## src/rtl/spi_tx_arbiter.sv

```systemverilog
// ---------------------------------------------------------------------------
// spi_tx_arbiter
//
// Purpose:
//   Shares the single outbound SPI transmit byte channel between the
//   response sources: error table (0), status register (1), memory byte
//   stream (2) and image-count register (3). Whole bursts (terminated by
//   req_last) are granted in round-robin order. One registered byte stage
//   drives the SPI transmit path.
//
// Optional feature (compile-time macro SPI_TX_STALL_TIMEOUT_EN):
//   When defined, a burst whose owner stops presenting bytes for
//   TIMEOUT_CYCLES consecutive cycles is aborted and timeout_flag pulses.
//   When undefined, timeout_flag is tied low and a stalled burst keeps the
//   grant indefinitely.
//
// Parameters:
//   NUM_REQ         number of requesters (2..8)
//   SRC_W           width of requester index (clog2(NUM_REQ))
//   TIMEOUT_CYCLES  idle cycles tolerated mid-burst (1..65535)
//
// Ports:
//   sysClk        in   system clock, rising edge
//   sysRst_n      in   asynchronous active-low reset
//   req_byte      in   byte of requester i in bits [8i+7:8i]
//   req_valid     in   requester i presents a byte
//   req_last      in   presented byte ends the burst
//   req_ready     out  byte of requester i accepted (with req_valid[i])
//   tx_byte       out  byte toward the SPI transmit path
//   tx_valid      out  tx_byte is valid
//   tx_last       out  tx_byte is the last byte of its burst
//   tx_src        out  requester index that produced tx_byte
//   tx_ready      in   SPI path consumes tx_byte this cycle
//   busy          out  a burst is currently granted
//   timeout_flag  out  one-cycle pulse on burst abort
// ---------------------------------------------------------------------------
module spi_tx_arbiter #(
   parameter int NUM_REQ        = 4,
   parameter int SRC_W          = 2,
   parameter int TIMEOUT_CYCLES = 1024
) (
   input  logic                   sysClk,
   input  logic                   sysRst_n,
   input  logic [NUM_REQ*8-1:0]   req_byte,
   input  logic [NUM_REQ-1:0]     req_valid,
   input  logic [NUM_REQ-1:0]     req_last,
   output logic [NUM_REQ-1:0]     req_ready,
   output logic [7:0]             tx_byte,
   output logic                   tx_valid,
   output logic                   tx_last,
   output logic [SRC_W-1:0]       tx_src,
   input  logic                   tx_ready,
   output logic                   busy,
   output logic                   timeout_flag
);

   typedef enum logic {
      IDLE  = 1'b0,
      BURST = 1'b1
   } state_t;

   state_t           state_reg, state_next;
   logic [SRC_W-1:0] grant_reg, grant_next;
   logic [SRC_W-1:0] rr_ptr_reg, rr_ptr_next;
   logic [SRC_W-1:0] grant_inc;

   logic [7:0]       byte_arr [NUM_REQ];
   logic             stage_free;
   logic             g_valid;
   logic             g_last;
   logic             xfer;
   logic             scan_hit;
   logic [SRC_W-1:0] scan_idx;

   // Elaboration-time sanity check of the parameter set.
   generate
      if (((2 ** SRC_W) < NUM_REQ) || (TIMEOUT_CYCLES < 1) || (TIMEOUT_CYCLES > 65535)) begin : g_bad_cfg
         $error("spi_tx_arbiter: inconsistent NUM_REQ/SRC_W/TIMEOUT_CYCLES");
      end
   endgenerate

   // Unpack the flat byte bus so the granted byte can be picked by index.
   generate
      for (genvar gi = 0; gi < NUM_REQ; gi++) begin : g_unpack
         assign byte_arr[gi] = req_byte[8*gi +: 8];
      end
   endgenerate

   // The output stage can take a byte when empty or being drained now.
   assign stage_free = !tx_valid || tx_ready;
   assign busy       = (state_reg == BURST);
   assign g_valid    = req_valid[grant_reg];
   assign g_last     = req_last[grant_reg];
   assign xfer       = busy && g_valid && stage_free;
   assign grant_inc  = (grant_reg == SRC_W'(NUM_REQ - 1)) ? '0 : grant_reg + SRC_W'(1);

   generate
      for (genvar gi = 0; gi < NUM_REQ; gi++) begin : g_ready
         assign req_ready[gi] = busy && (grant_reg == SRC_W'(gi)) && stage_free;
      end
   endgenerate

   // Round-robin scan starting at rr_ptr. Iterating from the farthest
   // offset down lets the nearest asserted requester win.
   always_comb begin
      int idx;
      scan_hit = 1'b0;
      scan_idx = '0;
      idx      = 0;
      for (int i = NUM_REQ - 1; i >= 0; i--) begin
         idx = (int'(rr_ptr_reg) + i) % NUM_REQ;
         if (req_valid[idx[SRC_W-1:0]]) begin
            scan_hit = 1'b1;
            scan_idx = idx[SRC_W-1:0];
         end
      end
   end

`ifdef SPI_TX_STALL_TIMEOUT_EN
   logic [15:0] stall_reg, stall_next;
   logic        timeout_next;
   logic        timeout_reg;
`endif

   // Next-state logic
   always_comb begin
      state_next  = state_reg;
      grant_next  = grant_reg;
      rr_ptr_next = rr_ptr_reg;
`ifdef SPI_TX_STALL_TIMEOUT_EN
      stall_next   = stall_reg;
      timeout_next = 1'b0;
`endif
      case (state_reg)
         IDLE: begin
            if (scan_hit) begin
               state_next = BURST;
               grant_next = scan_idx;
`ifdef SPI_TX_STALL_TIMEOUT_EN
               stall_next = '0;
`endif
            end
         end
         BURST: begin
            if (xfer) begin
`ifdef SPI_TX_STALL_TIMEOUT_EN
               stall_next = '0;
`endif
               if (g_last) begin
                  state_next  = IDLE;
                  rr_ptr_next = grant_inc;
               end
            end
`ifdef SPI_TX_STALL_TIMEOUT_EN
            // Only an absent byte counts; a present byte blocked by
            // backpressure leaves the counter untouched.
            else if (!g_valid) begin
               if (stall_reg == 16'(TIMEOUT_CYCLES - 1)) begin
                  stall_next   = '0;
                  timeout_next = 1'b1;
                  state_next   = IDLE;
                  rr_ptr_next  = grant_inc;
               end else begin
                  stall_next = stall_reg + 16'd1;
               end
            end
`endif
         end
         default: state_next = IDLE;
      endcase
   end

   always_ff @(posedge sysClk or negedge sysRst_n) begin
      if (!sysRst_n) begin
         state_reg  <= IDLE;
         grant_reg  <= '0;
         rr_ptr_reg <= '0;
      end else begin
         state_reg  <= state_next;
         grant_reg  <= grant_next;
         rr_ptr_reg <= rr_ptr_next;
      end
   end

`ifdef SPI_TX_STALL_TIMEOUT_EN
   always_ff @(posedge sysClk or negedge sysRst_n) begin
      if (!sysRst_n) begin
         stall_reg   <= '0;
         timeout_reg <= 1'b0;
      end else begin
         stall_reg   <= stall_next;
         timeout_reg <= timeout_next;
      end
   end
   assign timeout_flag = timeout_reg;
`else
   assign timeout_flag = 1'b0;
`endif

   // Output byte stage: a load always wins over a drain, which keeps
   // tx_valid high on a simultaneous consume/load for full throughput.
   always_ff @(posedge sysClk or negedge sysRst_n) begin
      if (!sysRst_n) begin
         tx_valid <= 1'b0;
         tx_byte  <= '0;
         tx_last  <= 1'b0;
         tx_src   <= '0;
      end else if (xfer) begin
         tx_valid <= 1'b1;
         tx_byte  <= byte_arr[grant_reg];
         tx_last  <= g_last;
         tx_src   <= grant_reg;
      end else if (tx_ready) begin
         tx_valid <= 1'b0;
      end
   end

endmodule

```

## config.mk

```make
export PLATFORM = sky130hd
export DESIGN_NAME = spi_tx_arbiter
export DESIGN_NICKNAME = d
export VERILOG_FILES = /design/src/rtl/spi_tx_arbiter.sv
export SDC_FILE = /design/constraint.sdc
export NUM_CORES = 1
export LEC_CHECK = 0
export CAP_MARGIN = 10
export CORE_ASPECT_RATIO = 0.9
export CORE_UTILIZATION = 35
export DETAILED_ROUTE_END_ITERATION = 8
export GPL_TIMING_DRIVEN = 0
export MAX_ROUTING_LAYER = met4
export PLACE_DENSITY = 0.74
export RECOVER_POWER = 100
export SLEW_MARGIN = 20
export SYNTH_ARGS = -nofsm -noshare
export SYNTH_HDL_FRONTEND = slang
export SYNTH_SLANG_ARGS = --single-unit
```

## constraint.sdc

```tcl
create_clock -name sysClk -period 5.1 [get_ports sysClk]
set_input_delay 0.765 -clock sysClk [delete_from_list [all_inputs] [get_ports sysClk]]
set_output_delay 0.765 -clock sysClk [all_outputs]
set_load 0.005 [all_outputs]
```

== After elaboration in Yosys (flattened, before gate mapping) ==
Cells that the tools add are included.

* Add/subtract/negate cells: 4
* Order comparisons: 6
* Equality and inequality tests: 3
* Mux-type cells: 30
* Bitwise operators: 2
* Reduce and logical (&&, ||, !) cells: 16

{| class="wikitable"
|+ Operators by type and width
! operator !! number
|-
| binary-select mux 8 bit (select 2 bit) || 1
|-
| two-way mux 8 bit || 2
|-
| less-than comparator 2 x 3 -> 1 bit (second input constant) || 5
|-
| two-way mux 1 bit || 15
|-
| binary-select mux 1 bit (select 2 bit) || 6
|-
| logical AND 1 bit || 10
|-
| two-way mux 2 bit || 5
|-
| adder 2 x 1 -> 2 bit (second input constant) || 2
|-
| adder 2 bit (second input constant) || 2
|-
| == test 2 bit (second input constant) || 2
|-
| greater-or-equal comparator 3 bit (second input constant) || 1
|-
| inverter 2 -> 3 bit || 1
|-
| AND reduction 3 bit || 1
|-
| == test 2 x 1 -> 1 bit (second input constant) || 1
|-
| zero test 2 bit || 1
|-
| case mux 1 bit (2 select lines) || 1
|-
| AND reduction 2 bit || 1
|-
| nonzero test 2 bit || 1
|-
| zero test 1 bit || 1
|-
| logical OR 1 bit || 1
|-
| inverter 1 bit || 1
|}

* Register bits: 17
* Input port bits: 43
* Output and inout port bits: 18
* Logic and storage cells: 68

== Depth between registers and ports, before layout ==
* Word-level depth: 9
* Gate-level depth with buffers: 5
* Depth with buffers taken out: 4

== Worst setup path after synthesis ==
Ideal clock, no wire load.

* Path type: input to output
* Start point: in tx_ready
* End point: out req_ready[0]
* Arrival: 1.181 ns
* Required time: 4.335 ns
* Slack: 3.154 ns
* Stages: 2
* Path buffers: 0
* Cell sequence: nand2b_1 -> and3_1

* Word-level cells in the longest chain between the ends: 2

{| class="wikitable"
|+ Ends and longest elaborated chain
! item !! RTL line !! RTL
|-
| from (decl) || 52 || <nowiki>input logic tx_ready,</nowiki>
|-
| logical OR 1 bit || 90 || <nowiki>assign stage_free = !tx_valid || tx_ready;</nowiki>
|-
| logical AND 1 bit || 99 || <nowiki>assign req_ready[gi] = busy && (grant_reg == SRC_W'(gi)) && stage_free;</nowiki>
|-
| to (decl) || 47 || <nowiki>output logic [NUM_REQ-1:0] req_ready,</nowiki>
|}

Every way passes these cells.

== Worst setup path in the final report ==
Ends and elaborated chain as after synthesis.

==> results.md <==
- Worst path slowest cell: dlygate4sd3_1
- Largest net degree at the start of global routing: 18
- Fmax: 331 MHz
- Max-slew headroom: 48.7%
- Die height: 55.2 um
- Initial Utilization: 38.5%
- Cells after Synth: 86
- WL per Instance: 15.7 um
- Sequential share of power: 32.9%
- Pwr Density: 439 nW/um2
- Initial antenna violation count: 0
- DP Wirelength: 2470 um
- Hold WC Path Type: flop to flop
- Crit Path Class: input pin to output port
- Max Root-Sink Buffers: 2
- Period utilisation layout: 59.2%
- Bufs and invs on worst path: 2
- Worst endpoint required time: 4340 ps
- I/O Pins: 61
- Startpoint types: input pin
- Die Wd: 61.2 um
- Nets: 197
- Finish-stage setup viols: 0
- Syn Std Cell Area: 1100 um2
- # diodes: 0
- Yosys reg bits: 17
- Asr flop ratio synth: 100%
- Tot GR Track Use: 20.4%
- Fillers: 240
- Drc violations: 0
- Hold Slack: 486 ps
- Area of the multi-input gates: 601 um2
- Clock sink count: 17
- P&R area growth vs syn: 57.0%
- Post-synth EDFFs: 0
- Root buffer cell: clkbuf_4
- Reg clk slew, reported paths: 90 ps
- Switch Pwr: 0.268 mW
- Port bufs: 59
- Post-route design area: 1730 um2
- Clock Latency Late Sink: 290 ps
- Critical-path cell list: clkdlybuf4s50_1 -> nand2b_1 -> and3_1 -> dlygate4sd3_1
- Share of cells above drive strength 1: 13.4%
- Clock Power Share: 9.6%
- Core ar.: 2860 um2
- Mapped Avg Cell Area: 12.8 um2
- Clock skew: 4.88 ps
- Status: finished clean
- CTS buffer count: 3
- Hold buffer count at cts: 0
- FP Rows: 18
- Vias in the first global route: 1,027
- Register Area: 425 um2
- Post-CTS Setup Bufs: 0
- Switching share of power: 35.3%
- Detailed-route via count: 954
- Max reg flops: 8
- LEAKAGE: 0.727 nW
- Final hold viol count: 0
- Worst Max-Slew Pin Slew: 767 ps
- CTS H-Tree Depth: 1
- Post-synthesis sequential area ratio: 38.6%
- Yosys cell types: 27
- RSZ-0062 raised after global routing: no
- CTS tree: yes
- VDD IR max: 0.000272 V
- Delay-heaviest family, CP: buffers and inverters
- Setup TNS: 0 ps
- Dominant synthesized flop cell: dfrtp_1
- PostCTS Resize Cnt: 0
- Pint: 0.492 mW
- Vias per cell: 5.05
- Remaining Overflow, GRT: 0
- Die area: 3380 um2
- Drt pass-1 iters: 4
- Area after DPL: 1740 um2
- GPL Wtd Cong: 0.697
- Worst Path Arrival: 2250 ps
- DR iter-0 viols: 38
- Biggest register: tx_byte
- Final ANT Viol Nets: 0
- Max-cap violations: 0
- Synth Warn #: 0
- Net Count, Synth: 133
- First-pass GRT wire length: 4860 um
- Setup crit end kind: output port
- Max stage delay on crit path: 570 ps
- Crit Path Max Fanout: 8
- Min cycle time layout: 3020 ps
- Pre-CTS setup slack: 2140 ps
- Post-Route WL: 2980 um
- Commonest non-fill, non-tap cell in the layout: clkdlybuf4s50_1
- Final worst setup slack: 2080 ps
- Combinational share of power: 57.6%
- Max Slew Vio Count: 0
- Most frequent cells in the layout: clkdlybuf4s50_1, dlygate4sd3_1, dfrtp_1, mux4_2, mux2_1
## path summary, 6_finish.rpt
kind,cells after the start,to,start,slack [ps]
worst min register to register,2,tx_last,tx_last,490
worst min-delay path,2,tx_last,tx_last,490
max in group asynchronous,1,busy,sysRst_n,3640
min in group asynchronous,1,grant_reg[1],sysRst_n,980
worst max-delay path,4,req_ready[0],tx_ready,2080
worst max register to register,4,tx_byte[3],grant_reg[1],2990
## synth_stat cells (3+ instances only)
cell type,n,share of area (%)
mux2_4,7,9.5
mux4_2,10,20
o21ai_1,3,1.4
nand2_1,6,2.0
nand2b_1,3,1.7
and3_1,4,2.3
buf_2,3,1.4
o21ai_0,3,1.4
a21oi_1,3,1.4
dfrtp_1,17,39
ha_1,4,4.5
## logic make-up after synthesis
group / after synthesis / share of synthesized area [%]
buffers and inverters: 8 / 4.09
AO/OA/AOI/OAI: 13 / 6.81
other: 1 / 0.340
adder cells (fa/ha/maj): 4 / 4.54
multiplexers: 23 / 35.9
flip-flops: 17 / 38.6
AND/OR/NAND/NOR: 20 / 9.76
## power groups by stage
| stage | clock (mW) | combinational (mW) | sequential [mW] |
|---|---|---|---|
| 6_report | 0.0728 | 0.438 | 0.250 |
| 5_1_grt | 0.0814 | 0.484 | 0.259 |
| 4_1_cts | 0.0754 | 0.522 | 0.253 |
| 3_5_place_dp | 0 | 0.519 | 0.256 |
| 3_3_place_gp | 0 | 0.512 | 0.252 |
| 2_1_floorplan | 0 | 0.300 | 0.252 |
## metrics by stage
step | instances | power (mW) | utilization, %
after detailed placement | 185 | 0.775 | 60.9
final | 189 | 0.760 | 60.5
after global placement | 185 | 0.763 | 60.9
after global routing | 189 | 0.824 | 60.5
after CTS | 189 | 0.850 | 61.9
after floorplan | 86 | 0.552 | -
## tightest hold or removal path: stages, from the launching register on
cell and delay, ps:
dfrtp_1 350, nand2_1 50, nand2_1 50
## layout make-up
cell class | count | area share [%]
Sequential cell | 17 | 24.6
Timing Repair Buffer | 59 | 34.1
Clock buffer | 4 | 1.52
Buffer | 5 | 1.52
Tap cell | 40 | 2.89
Inverter | 3 | 0.651
Multi-Input combinational cell | 61 | 34.7
## routing by layer
metal,global-route usage [%],part of all wire [%],vias up
met5,-,0,-
met2,34.5,55,29
met1,23.1,39,468
li1,-,-,446
met4,6.82,3.0,0
met3,4.68,3.5,11
Power figures use the tool's default switching activity.
